[src/rtl/muldiv_pkg.sv]
// Shared definitions for the iterative multiply/divide sequencer.
// Latency: n/a (constants, state enum and op-code decode helpers only).
// Backpressure: n/a.
package muldiv_pkg;

  // Op codes carried on multControl
  localparam logic [4:0] OP_MUL    = 5'h0A;
  localparam logic [4:0] OP_MULH   = 5'h0B;
  localparam logic [4:0] OP_MULHSU = 5'h0C;
  localparam logic [4:0] OP_MULHU  = 5'h0D;
  localparam logic [4:0] OP_DIV    = 5'h0E;
  localparam logic [4:0] OP_DIVU   = 5'h0F;
  localparam logic [4:0] OP_REM    = 5'h10;
  localparam logic [4:0] OP_REMU   = 5'h11;

  // One result bit is produced per CALC cycle
  localparam int ITERATIONS = 32;
  localparam int CNT_W      = $clog2(ITERATIONS);

  typedef enum logic [1:0] {
    IDLE,
    CALC,
    FIX,
    DONE
  } state_t;

  function automatic logic op_is_legal(input logic [4:0] op);
    return (op >= OP_MUL) && (op <= OP_REMU);
  endfunction

  function automatic logic op_is_div(input logic [4:0] op);
    return (op >= OP_DIV) && (op <= OP_REMU);
  endfunction

endpackage

[src/rtl/muldiv_sequencer.sv]
// Iterative RISC-V M-extension unit: radix-2 shift-add multiply / restoring divide on magnitudes, sign fix-up at the end.
// Latency: 34 cycles accept-to-done (32 CALC + 1 FIX + DONE); div-by-zero, signed overflow and illegal ops finish in 1.
// Backpressure: start is taken only in IDLE or DONE; a start while busy is dropped, there is no queueing.
// Ports: clk/reset (sync, active-high); start+multControl+A+B launch an op; busy high in CALC/FIX;
//        done pulses one cycle with multResult (held until the next done) and illegal (bad op code).
module muldiv_sequencer
  import muldiv_pkg::*;
#(
  parameter int WIDTH = 32
) (
  input  logic             clk,
  input  logic             reset,
  input  logic             start,
  input  logic [4:0]       multControl,
  input  logic [WIDTH-1:0] A,
  input  logic [WIDTH-1:0] B,
  output logic             busy,
  output logic             done,
  output logic [WIDTH-1:0] multResult,
  output logic             illegal
);

  localparam logic [WIDTH-1:0] MIN_NEG  = {1'b1, {(WIDTH-1){1'b0}}};
  localparam logic [WIDTH-1:0] ALL_ONES = {WIDTH{1'b1}};

  state_t             state_q, state_d;
  logic [4:0]         op_q, op_d;
  logic [WIDTH-1:0]   opnd_q, opnd_d;   // multiplicand or divisor magnitude
  logic [WIDTH-1:0]   hi_q, hi_d;       // product high half / partial remainder
  logic [WIDTH-1:0]   lo_q, lo_d;       // multiplier shifting out / quotient shifting in
  logic [CNT_W-1:0]   cnt_q, cnt_d;
  logic               neg_main_q, neg_main_d;  // negate product or quotient
  logic               neg_rem_q, neg_rem_d;    // remainder follows dividend sign
  logic [WIDTH-1:0]   result_q, result_d;
  logic               illegal_q, illegal_d;

  // ---------------- accept-time decode ----------------
  logic             a_signed, b_signed, a_neg, b_neg;
  logic [WIDTH-1:0] a_mag, b_mag;
  logic             legal, is_div_in, div_zero, sgn_ovf, bypass;
  logic [WIDTH-1:0] bypass_res;

  always_comb begin
    a_signed = (multControl == OP_MUL) || (multControl == OP_MULH) ||
               (multControl == OP_MULHSU) || (multControl == OP_DIV) ||
               (multControl == OP_REM);
    b_signed = (multControl == OP_MUL) || (multControl == OP_MULH) ||
               (multControl == OP_DIV) || (multControl == OP_REM);
    a_neg    = a_signed & A[WIDTH-1];
    b_neg    = b_signed & B[WIDTH-1];
    a_mag    = a_neg ? -A : A;
    b_mag    = b_neg ? -B : B;

    legal     = op_is_legal(multControl);
    is_div_in = op_is_div(multControl);
    div_zero  = is_div_in && (B == '0);
    sgn_ovf   = ((multControl == OP_DIV) || (multControl == OP_REM)) &&
                (A == MIN_NEG) && (B == ALL_ONES);
    bypass    = !legal || div_zero || sgn_ovf;

    bypass_res = '0;
    if (!legal) begin
      bypass_res = '0;
    end else if (div_zero) begin
      bypass_res = ((multControl == OP_DIV) || (multControl == OP_DIVU)) ? ALL_ONES : A;
    end else if (sgn_ovf) begin
      bypass_res = (multControl == OP_DIV) ? MIN_NEG : '0;
    end
  end

  // ---------------- single iteration step ----------------
  // One 33-bit adder serves both algorithms. For divide it subtracts and
  // the carry out (bit WIDTH+1) is the "no borrow" quotient bit.
  logic               run_div;
  logic [WIDTH:0]     add_x, add_y;
  logic [WIDTH+1:0]   add_sum;
  logic               quo_bit;
  logic [WIDTH:0]     mul_top;
  logic [WIDTH-1:0]   step_hi, step_lo;

  always_comb begin
    run_div = op_is_div(op_q);
    add_x   = run_div ? {hi_q, lo_q[WIDTH-1]} : {1'b0, hi_q};
    add_y   = {1'b0, opnd_q};
    add_sum = {1'b0, add_x} + {1'b0, (run_div ? ~add_y : add_y)} +
              {{(WIDTH+1){1'b0}}, run_div};

    quo_bit = add_sum[WIDTH+1];
    mul_top = lo_q[0] ? add_sum[WIDTH:0] : {1'b0, hi_q};

    if (run_div) begin
      // Restore on borrow: keep the shifted remainder unchanged
      step_hi = quo_bit ? add_sum[WIDTH-1:0] : add_x[WIDTH-1:0];
      step_lo = {lo_q[WIDTH-2:0], quo_bit};
    end else begin
      // Add-then-shift-right of the {carry, hi, lo} product register
      step_hi = mul_top[WIDTH:1];
      step_lo = {mul_top[0], lo_q[WIDTH-1:1]};
    end
  end

  // ---------------- sign fix-up and result select ----------------
  logic [2*WIDTH-1:0] prod_fix;
  logic [WIDTH-1:0]   quo_fix, rem_fix, fix_res;

  always_comb begin
    prod_fix = neg_main_q ? -{hi_q, lo_q} : {hi_q, lo_q};
    quo_fix  = neg_main_q ? -lo_q : lo_q;
    rem_fix  = neg_rem_q  ? -hi_q : hi_q;
    unique case (op_q)
      OP_MUL:                        fix_res = prod_fix[WIDTH-1:0];
      OP_MULH, OP_MULHSU, OP_MULHU:  fix_res = prod_fix[2*WIDTH-1:WIDTH];
      OP_DIV, OP_DIVU:               fix_res = quo_fix;
      default:                       fix_res = rem_fix;
    endcase
  end

  // ---------------- FSM next state ----------------
  always_comb begin
    state_d    = state_q;
    op_d       = op_q;
    opnd_d     = opnd_q;
    hi_d       = hi_q;
    lo_d       = lo_q;
    cnt_d      = cnt_q;
    neg_main_d = neg_main_q;
    neg_rem_d  = neg_rem_q;
    result_d   = result_q;
    illegal_d  = 1'b0;   // only ever high alongside done

    unique case (state_q)
      IDLE, DONE: begin
        state_d = IDLE;
        if (start) begin
          op_d       = multControl;
          opnd_d     = b_mag;
          hi_d       = '0;
          lo_d       = a_mag;
          cnt_d      = '0;
          neg_main_d = a_neg ^ b_neg;
          neg_rem_d  = a_neg;
          if (bypass) begin
            state_d   = DONE;
            result_d  = bypass_res;
            illegal_d = !legal;
          end else begin
            state_d = CALC;
          end
        end
      end
      CALC: begin
        hi_d  = step_hi;
        lo_d  = step_lo;
        cnt_d = cnt_q + CNT_W'(1);
        if (cnt_q == CNT_W'(ITERATIONS - 1)) begin
          state_d = FIX;
        end
      end
      FIX: begin
        state_d  = DONE;
        result_d = fix_res;
      end
      default: state_d = IDLE;
    endcase
  end

  always_ff @(posedge clk) begin
    if (reset) begin
      state_q    <= IDLE;
      op_q       <= '0;
      opnd_q     <= '0;
      hi_q       <= '0;
      lo_q       <= '0;
      cnt_q      <= '0;
      neg_main_q <= 1'b0;
      neg_rem_q  <= 1'b0;
      result_q   <= '0;
      illegal_q  <= 1'b0;
    end else begin
      state_q    <= state_d;
      op_q       <= op_d;
      opnd_q     <= opnd_d;
      hi_q       <= hi_d;
      lo_q       <= lo_d;
      cnt_q      <= cnt_d;
      neg_main_q <= neg_main_d;
      neg_rem_q  <= neg_rem_d;
      result_q   <= result_d;
      illegal_q  <= illegal_d;
    end
  end

  assign busy       = (state_q == CALC) || (state_q == FIX);
  assign done       = (state_q == DONE);
  assign multResult = result_q;
  assign illegal    = illegal_q;

endmodule

[config.mk]
export PLATFORM = sky130hd
export DESIGN_NAME = muldiv_sequencer
export DESIGN_NICKNAME = d
export VERILOG_FILES = /design/src/rtl/muldiv_pkg.sv /design/src/rtl/muldiv_sequencer.sv
export SDC_FILE = /design/constraint.sdc
export NUM_CORES = 1
export LEC_CHECK = 0
export BUFFER_PORTS_ARGS = -buffer_cell sky130_fd_sc_hd__buf_2
export CAP_MARGIN = 20
export CELL_PAD_IN_SITES_DETAIL_PLACEMENT = 0
export CELL_PAD_IN_SITES_GLOBAL_PLACEMENT = 1
export CORE_MARGIN = 3
export CORE_UTILIZATION = 40
export DETAILED_ROUTE_END_ITERATION = 12
export GPL_ROUTABILITY_DRIVEN = 0
export PLACE_DENSITY_LB_ADDON = 0.1
export SLEW_MARGIN = 20
export SYNTH_ARGS = -nofsm -noshare
export SYNTH_HDL_FRONTEND = slang
export SYNTH_SLANG_ARGS = --single-unit
[constraint.sdc]
create_clock -name clk -period 4.9 [get_ports clk]
set_clock_uncertainty 0.05 [all_clocks]
set_input_delay 0.735 -clock clk [delete_from_list [all_inputs] [get_ports clk]]
set_output_delay 0.735 -clock clk [all_outputs]
set_load 0.05 [all_outputs]
* Word level (Yosys, flattened, before mapping)
Cells that the tools add are included.
** Operators by class
- Add/sub/neg operators :: 8
- $lt $le $gt $ge :: 5
- Eq/ne operators :: 21
- Muxes and demuxes :: 30
- Bitwise logic cells :: 7
- Reduce and logical (&&, ||, !) cells :: 29
** Operator list (count)
- $mux 32 :: 16
- $pmux 32 s2 :: 3
- $neg 32->32 :: 4
- $mux 33 :: 3
- $pmux 32 s3 :: 1
- $eq 32x32->1 const B :: 2
- $mux 64 :: 1
- $neg 64->64 :: 1
- $eq 5x4->1 const B :: 11
- $add 33x33->34 :: 1
- $add 34x1->34 :: 1
- $not 32->33 :: 1
- $logic_not 32->1 :: 1
- $ge 5x4->1 const B :: 3
- $logic_or 1x1->1 :: 11
- $eq 5x5->1 const B :: 2
- $le 5x5->1 const B :: 2
- $pmux 5 s2 :: 1
- $logic_and 1x1->1 :: 6
- $mux 2 :: 3
- $ne 2x2->1 const B :: 3
- $pmux 2 s3 :: 1
- $add 5x1->5 const B :: 1
- $mux 5 :: 1
- other kinds (13) :: 20
** Word-level totals
- Bits in registers :: 143
- Bits of input ports :: 72
- Logic and storage cells :: 110

* Longest topological paths before layout
Gate-level depths: netlist of the first run.
- Depth in word-level cells :: 10
- Gate-level depth with buffers :: 20
- Depth with buffers taken out :: 14

* Worst setup path before layout of the first run
OpenSTA, ideal clock, no wires.
- Kind :: reg-to-reg
- Start point :: register op_q[1]
- End point :: register hi_q[29]
- Library setup time :: 117 ps
- Arrival time :: 5042 ps
- Required time :: 4733 ps
- Path slack :: -309 ps
- Cell stages (with the launch flop) :: 18
- Path buffers :: 4
- Period minus slack after synthesis :: 5209 ps
- Cell sequence :: dfxtp_1 or4b_2 and2_1 clkbuf_1 clkbuf_1 clkbuf_1 clkbuf_1 xnor2_1 fa_1 a21o_1 a221o_1 a311o_1 a41oi_1 o21ai_0 a21o_1 a311o_1 a21o_1 a22o_1
** Between the ends
- Longest elaborated chain between the ends :: 8
- Elaborated cells on any way between the ends :: 11
- Those cells by class :: 2 x add/sub; 2 x order compare; 6 x mux; 1 x reduce/logical
** RTL lines
- start, declared :: RTL line muldiv_sequencer.sv:27 : logic [4:0] op_q, op_d;
- start signal, assigned :: RTL line muldiv_sequencer.sv:181 : op_q <= op_d;
- $ge 5x4->1 or $le 5x5->1 (tied branches) :: RTL line muldiv_pkg.sv:32 : return (op >= OP_DIV) && (op <= OP_REMU);
- $logic_and 1x1->1 * :: RTL line muldiv_pkg.sv:32
- $mux 33 (on tied branches) :: RTL line muldiv_sequencer.sv:83, muldiv_sequencer.sv:85
- $add 33x33->34 :: RTL line muldiv_sequencer.sv:85 : add_sum = {1'b0, add_x} + {1'b0, (run_div ? ~add_y : add_y)} +
- $add 34x1->34 :: RTL line muldiv_sequencer.sv:85
- $mux 33 or $mux 32 (tied branches) :: RTL line muldiv_sequencer.sv:89, muldiv_sequencer.sv:93
- $mux 32 * :: RTL line muldiv_sequencer.sv:91 : if (run_div) begin
- $pmux 32 s2 * :: RTL line muldiv_sequencer.sv:131 : unique case (state_q)
- end signal, assigned :: RTL line muldiv_sequencer.sv:183 : hi_q <= hi_d;
- end, declared :: RTL line muldiv_sequencer.sv:29 : logic [WIDTH-1:0] hi_q, hi_d;
Every way passes the cells marked *; elsewhere a longest branch is shown, timed or not.
A chain may end at the register's enable or synchronous reset.

* Worst setup path after layout of the first run
Same ends and word-level chain as after synthesis.

==> flow_summary.toml, run 1 <==
[outcome]
status = "finished, final reports clean"

[setup_path]
crit_type = "flop to flop"
r2r_cells = 14
start_kind = "flop"
cp-end-kind = "flop"
critPathSlowestCell = "or4b_2"
path_common_cell = "a21o_1"
path_buf_inv = 0
crit_family = "compound AO/OA/AOI/OAI gates"
reg2reg_from = "op_q[1]"
cp.arrival_ps = 5010
r2r_slack_ps = 170
worst-path-max-fanout = 18
startpoint = "op_q[1]"
reg2reg_to = "hi_q[29]"
cp_cell_sequence = "or4b_2 > and2_4 > nand2_1 > o21ai_1 > fa_1 > a21o_1 > a221o_1 > a311o_1 > a41oi_4 > o21ai_1 > a21o_1 > a311o_1 > a21o_1 > a22o_1"
crit_path_end = "hi_q[29]"
cp.depth = 14
critPathMaxStageDelay_ps = 720
cp_data_required_time_ps = 5180

[pwr]
power_per_cell_area_mw_per_mm2 = 506
p_clk_share_pct = 17.5
internal-power_uw = 3630
power_uw = 7510
pwr-share-seq_pct = 25.1
combPwrFrac_pct = 57.3
leakage_uw = 0.00557
p_sw_share_pct = 51.6
ir_drop_v = 0.000570
switching_power_uw = 3880

[place]
hpwl_mm = 39.4
dpl_worst_slack_ps = 17.6
io_buffers = 106

[global_route]
grt_pass1_vias = 13500
grt_pass1_wl_mm = 81.4
grt_start_max_net_pins = 81
track_usage_pct = 29.2
antenna_found_initial = 0
grt_overflow = 0

[sta]
timing.final.hold_violations = 0
fin_crit_sh_pct = 96.5
worst-slew-pin-transition_ps = 996
fin_crit_ps = 4730
layout_setup_ws_ps = 172
slew_violations = 0
final.setup.tns_ps = 0
fmax_ghz = 0.211
finalSetupViolCount = 0
relSlewSlack_pct = 33.6
rsz0062_at_grt = "false"

[clocking]
insertion_delay_ps = 440
ctsRootBufferMaster = "clkbuf_16"
cts_setup_buffers = 0
cts_buffers = 17
cts_tree = "built"
cts_sinks = 143
max-clock-path-buffers = 2
h-tree-depth = 4
ctsHoldBuffers = 0
clkTransAtPathRegs_ps = 70

[final_layout]
antenna_cells = 0
drive_gt1_share_pct = 11.5
area_delta_synth_final_pct = 11.1
nFillCells = 3503
nets = 2052

[job]
drv_cap = 0

[drt]
top_layer = "met4"
drt_wl_total_mm = 53.3
routedWlPerCell_um = 22.3
wl_met3_mm = 4.69
drt-met1-wl_mm = 25.2
ant_nets = 0
dr_total_vias = 14600
drt_iter0_drc = 1675
viasPerCell = 6.13
drc = 0
drt_pass1_iterations = 6
dr_wl_met2_mm = 22.1

[synthesis]
synth.net_count = 2045
synth_area_leaders = "dfxtp_1 21%, nand2_1 8.9%, xnor2_1 7.1%"
synth_warnings = 0
synth_edf_count = 0
postSynthCellCount = 1931
synth_top_cell_area_share_pct = 21.4
ys_ff_latch = 143
syn-cell-area_mm2 = 0.0134
synth_ff_type = "dfxtp_1"
ys_types = 76
ys_seq_area_share_pct = 21.4
yosys.area.top_type = "dfxtp_1"
synth_area_per_cell_um2 = 6.92
synthArstFlopShare_pct = 0

[floorplanning]
initial_utilization_pct = 40.9
io_pins = 107
core_region_area_mm2 = 0.0327
core.rowCount = 66
dieArea_mm2 = 0.0356
die_x_um = 189
fp.dieH_um = 189

[min_path]
hold_class = "flop to flop"
[worst min-delay path by stage]
stage,start,to,slack (ps),cells past startpoint
finish,cnt_q[4],cnt_q[4],410,2
detailed placement,cnt_q[4],cnt_q[4],410,2
floorplan,cnt_q[4],cnt_q[4],390,2
global route,op_q[0],op_q[0],440,2
CTS,cnt_q[4],cnt_q[4],420,2
global placement,cnt_q[4],cnt_q[4],390,2
[worst min-delay path: cells and delay by family (launching register included)]
family	cells	cell delay, ps
DFF	1	310
and+or+nand+nor	1	50
AOI/OAI and AO/OA	1	50
[power groups by stage]
| stage | Sequential (uW) | Clock (uW) | Combinational (uW) |
|---|---|---|---|
| after floorplan | 2130 | 0 | 2720 |
| after global placement | 1900 | 0 | 4200 |
| after detailed placement | 1910 | 0 | 4210 |
| after CTS | 1880 | 1350 | 4220 |
| after global routing | 1940 | 1400 | 4660 |
| final | 1890 | 1320 | 4300 |
[what timing repair did]
| item | 4_1_cts | 5_1_grt |
|---|---|---|
| hold endpoints to repair | 0 | 0 |
| setup endpoints to repair | 1 | 21 |
| gates resized for setup | 1 | 9 |
[per-stage QoR]
step                util, %  instances  hold WS, ps  cell area, um2
finish                 45.4       2391          409           14800
floorplan                 -       1931          386           13400
global placement       43.5       2361          394           14200
global route           45.4       2391          438           14800
CTS                    45.3       2391          417           14800
detailed placement     43.5       2361          408           14200
[area by class of cell]
cell class	count	area, um2	share of cell area [%]
Sequential cell	143	2860	19.3
Tap cell	442	553	3.72
Clock buffer	24	492	3.31
Timing Repair Buffer	156	945	6.36
Clock inverter	6	82.6	0.556
Multi-Input combinational cell	1587	9790	65.9
Inverter	33	124	0.834
[layout by cell type (no fill, tap or decap), drive strengths merged, types with 20 or more instances in the layout]
cell type  instances
clkbuf            24
mux2i             23
nor2             170
o21ai            130
ha                41
nand3             54
a311oi            26
a211oi            49
o211ai            36
and3              22
or3               36
inv               33
xor2              88
buf              156
a21oi            130
xnor2            109
o31ai             45
dfxtp            143
or4               22
nand2            316
o41ai             20
nor3              52
o22ai             24
[sequential cells by signal (all words and copies together) (netlist names)]
register	flops
cnt_q	5
hi_q	32
illegal	1
lo_q	32
multResult	32
neg_main_q	1
neg_rem_q	1
op_q	5
opnd_q	32
state_q	2
[synth_stat cells, types with 45 or more instances]
cell type / instances
a211oi_1: 49
a21oi_1: 130
clkbuf_1: 146
dfxtp_1: 143
nand2_1: 316
nand3_1: 54
nor2_1: 170
nor3_1: 52
o21ai_0: 125
o31ai_1: 45
xnor2_1: 109
xor2_1: 88
[cell families after synthesis]
logic type	synth area share (%)
muxes	2.23
DFF	21.4
adders and majority gates	3.99
buffers and inverters	5.86
and+or+nand+nor	26.0
xor gates and xnor gates	12.9
AOI/OAI and AO/OA	27.6
[layer usage]
| layer | up-vias | global-route usage (%) |
|---|---|---|
| met1 | 6956 | 43.5 |
| met2 | 662 | 42.2 |
| met4 | 0 | 8.82 |
| met5 | - | 0 |
| met3 | 68 | 5.77 |
| li1 | 6960 | - |
No activity file was read; power rests on OpenSTA's default activity.
==> run 2, diff against run 1 <==
CORE_MARGIN = 8   (was 3)
REMOVE_ABC_BUFFERS = 1   (was default)
==> run 2 against run 1 <==
  * Die area rose by 11%
  * Final cell count rose by 0.59%
  * Power fell by 0.86%
  * Setup slack improved by 60 ps
  * Sequential share of layout area fell by 0.10 points
  * Highest routed layer unchanged
==> flow_summary.toml, run 2 (synthesized netlist as in run 1, its figures left out) <==
[sta]
worst-slew-pin-transition_ps = 782
rsz0062_at_grt = "false"
slew_violations = 0
fin_crit_ps = 4670
whs_ps = 412
finalSetupViolCount = 0
fin_crit_sh_pct = 95.3
fmax_ghz = 0.214
relSlewSlack_pct = 47.2
final.setup.tns_ps = 0
timing.final.hold_violations = 0

[clocking]
ctsRootBufferMaster = "clkbuf_16"
cts_buffers = 17
cts_sinks = 143
cts_resized = 0
h-tree-depth = 4
cts_tree = "built"
clkTransAtPathRegs_ps = 70
insertion_delay_ps = 450
cts_setup_buffers = 0
max-clock-path-buffers = 2
ctsHoldBuffers = 0

[final_layout]
nets = 2058
nFillCells = 3542
final_cells = 2405
drive_gt1_share_pct = 12.0
final_common_cell = "nand2_1"
antenna_cells = 0
area_delta_synth_final_pct = 11.7
final_cell_mix = "315 x nand2_1, 169 x nor2_1, 142 x dfxtp_1, 129 x a21oi_1, 124 x o21ai_0"

[floorplanning]
initial_utilization_pct = 40.3
die_x_um = 199
core_region_area_mm2 = 0.0332
core.rowCount = 67
io_pins = 107
fp.dieH_um = 199
dieArea_mm2 = 0.0395

[drt]
ant_nets = 0
dr_total_vias = 14100
wl_met3_mm = 2.50
drt-met1-wl_mm = 23.1
drt_pass1_iterations = 5
top_layer = "met4"
viasPerCell = 5.87
drc = 0
drt_iter0_drc = 1103
dr_wl_met2_mm = 22.6
routedWlPerCell_um = 20.6
drt_wl_total_mm = 49.6

[outcome]
status = "finished, final reports clean"

[global_route]
track_usage_pct = 24.9
grt_overflow = 0
antenna_found_initial = 0
grt_pass1_wl_mm = 77.4
grt_pass1_vias = 13500
grt_start_max_net_pins = 71

[place]
dp.cells = 2373
hpwl_mm = 37.5
io_buffers = 106

[setup_path]
critPathMaxStageDelay_ps = 730
cp.arrival_ps = 4960
cp_data_required_time_ps = 5200
path_common_cell = "a21o_1"
path_buf_inv = 0
cp-end-kind = "flop"
start_kind = "flop"
crit_type = "flop to flop"
crit_family = "compound AO/OA/AOI/OAI gates"
r2r_cells = 14
cp.depth = 14
cp_cell_sequence = "or4b_2 > and2_4 > nand2_1 > o21ai_0 > fa_1 > a21o_1 > a221o_1 > a311o_1 > a41oi_1 > o21ai_1 > a21o_1 > a311o_1 > a21o_1 > a22o_1"
critPathSlowestCell = "or4b_2"
worst-path-max-fanout = 16

[min_path]
hold_depth = 2
hold_class = "flop to flop"

[pwr]
ir_drop_v = 0.000257
power_per_cell_area_mw_per_mm2 = 499
leakage_uw = 0.00559

[job]
drv_cap = 0
==> run 2: power breakdown <==
group          leakage, uW  total [uW]  internal (uW)  switching (uW)
Clock             0.000284        1400            827             578
Sequential         0.00117        1890           1500             389
Combinational      0.00414        4150           1360            2790
==> run 2: worst paths after layout <==
kind | startpoint | to | slack [ps]
worst max-delay path | op_q[3] | hi_q[29] | 230
worst min-delay path | cnt_q[4] | cnt_q[4] | 410
worst max register to register | op_q[3] | hi_q[29] | 230
worst min register to register | cnt_q[4] | cnt_q[4] | 410
==> run 2: layer usage <==
| layer | vias to the layer above | track usage [%] |
|---|---|---|
| met5 | - | 0 |
| met4 | 0 | 9.20 |
| met1 | 6572 | 33.9 |
| met3 | 84 | 2.57 |
| li1 | 6964 | - |
| met2 | 509 | 40.0 |
==> run 2: per-stage QoR <==
stage | utilization [%] | total power [uW] | cell area, um2 | setup WS, ps
floorplan | - | 4720 | 12700 | -1680
global placement | 43.1 | 5980 | 14300 | 195
detailed placement | 43.1 | 6020 | 14300 | 182
CTS | 44.9 | 7440 | 14900 | 152
global route | 45.0 | 7950 | 14900 | 0.511
finish | 45.0 | 7440 | 14900 | 232
==> run 2: final cells by class <==
type                    count  area [um2]  area share (%)
clock inverters            13         163            1.09
repair buffers            162         991            6.64
clock buffers              19         453            3.03
well taps                 448         561            3.76
multi-input cells        1587        9770            65.5
flip-flops and latches    143        2860            19.2
inverters                  33         124           0.830
==> run 2: worst min-delay path, cell delays in order (launching register included) <==
cell	delay [ps]
dfxtp_1	320
nand2_1	50
a21oi_1	50
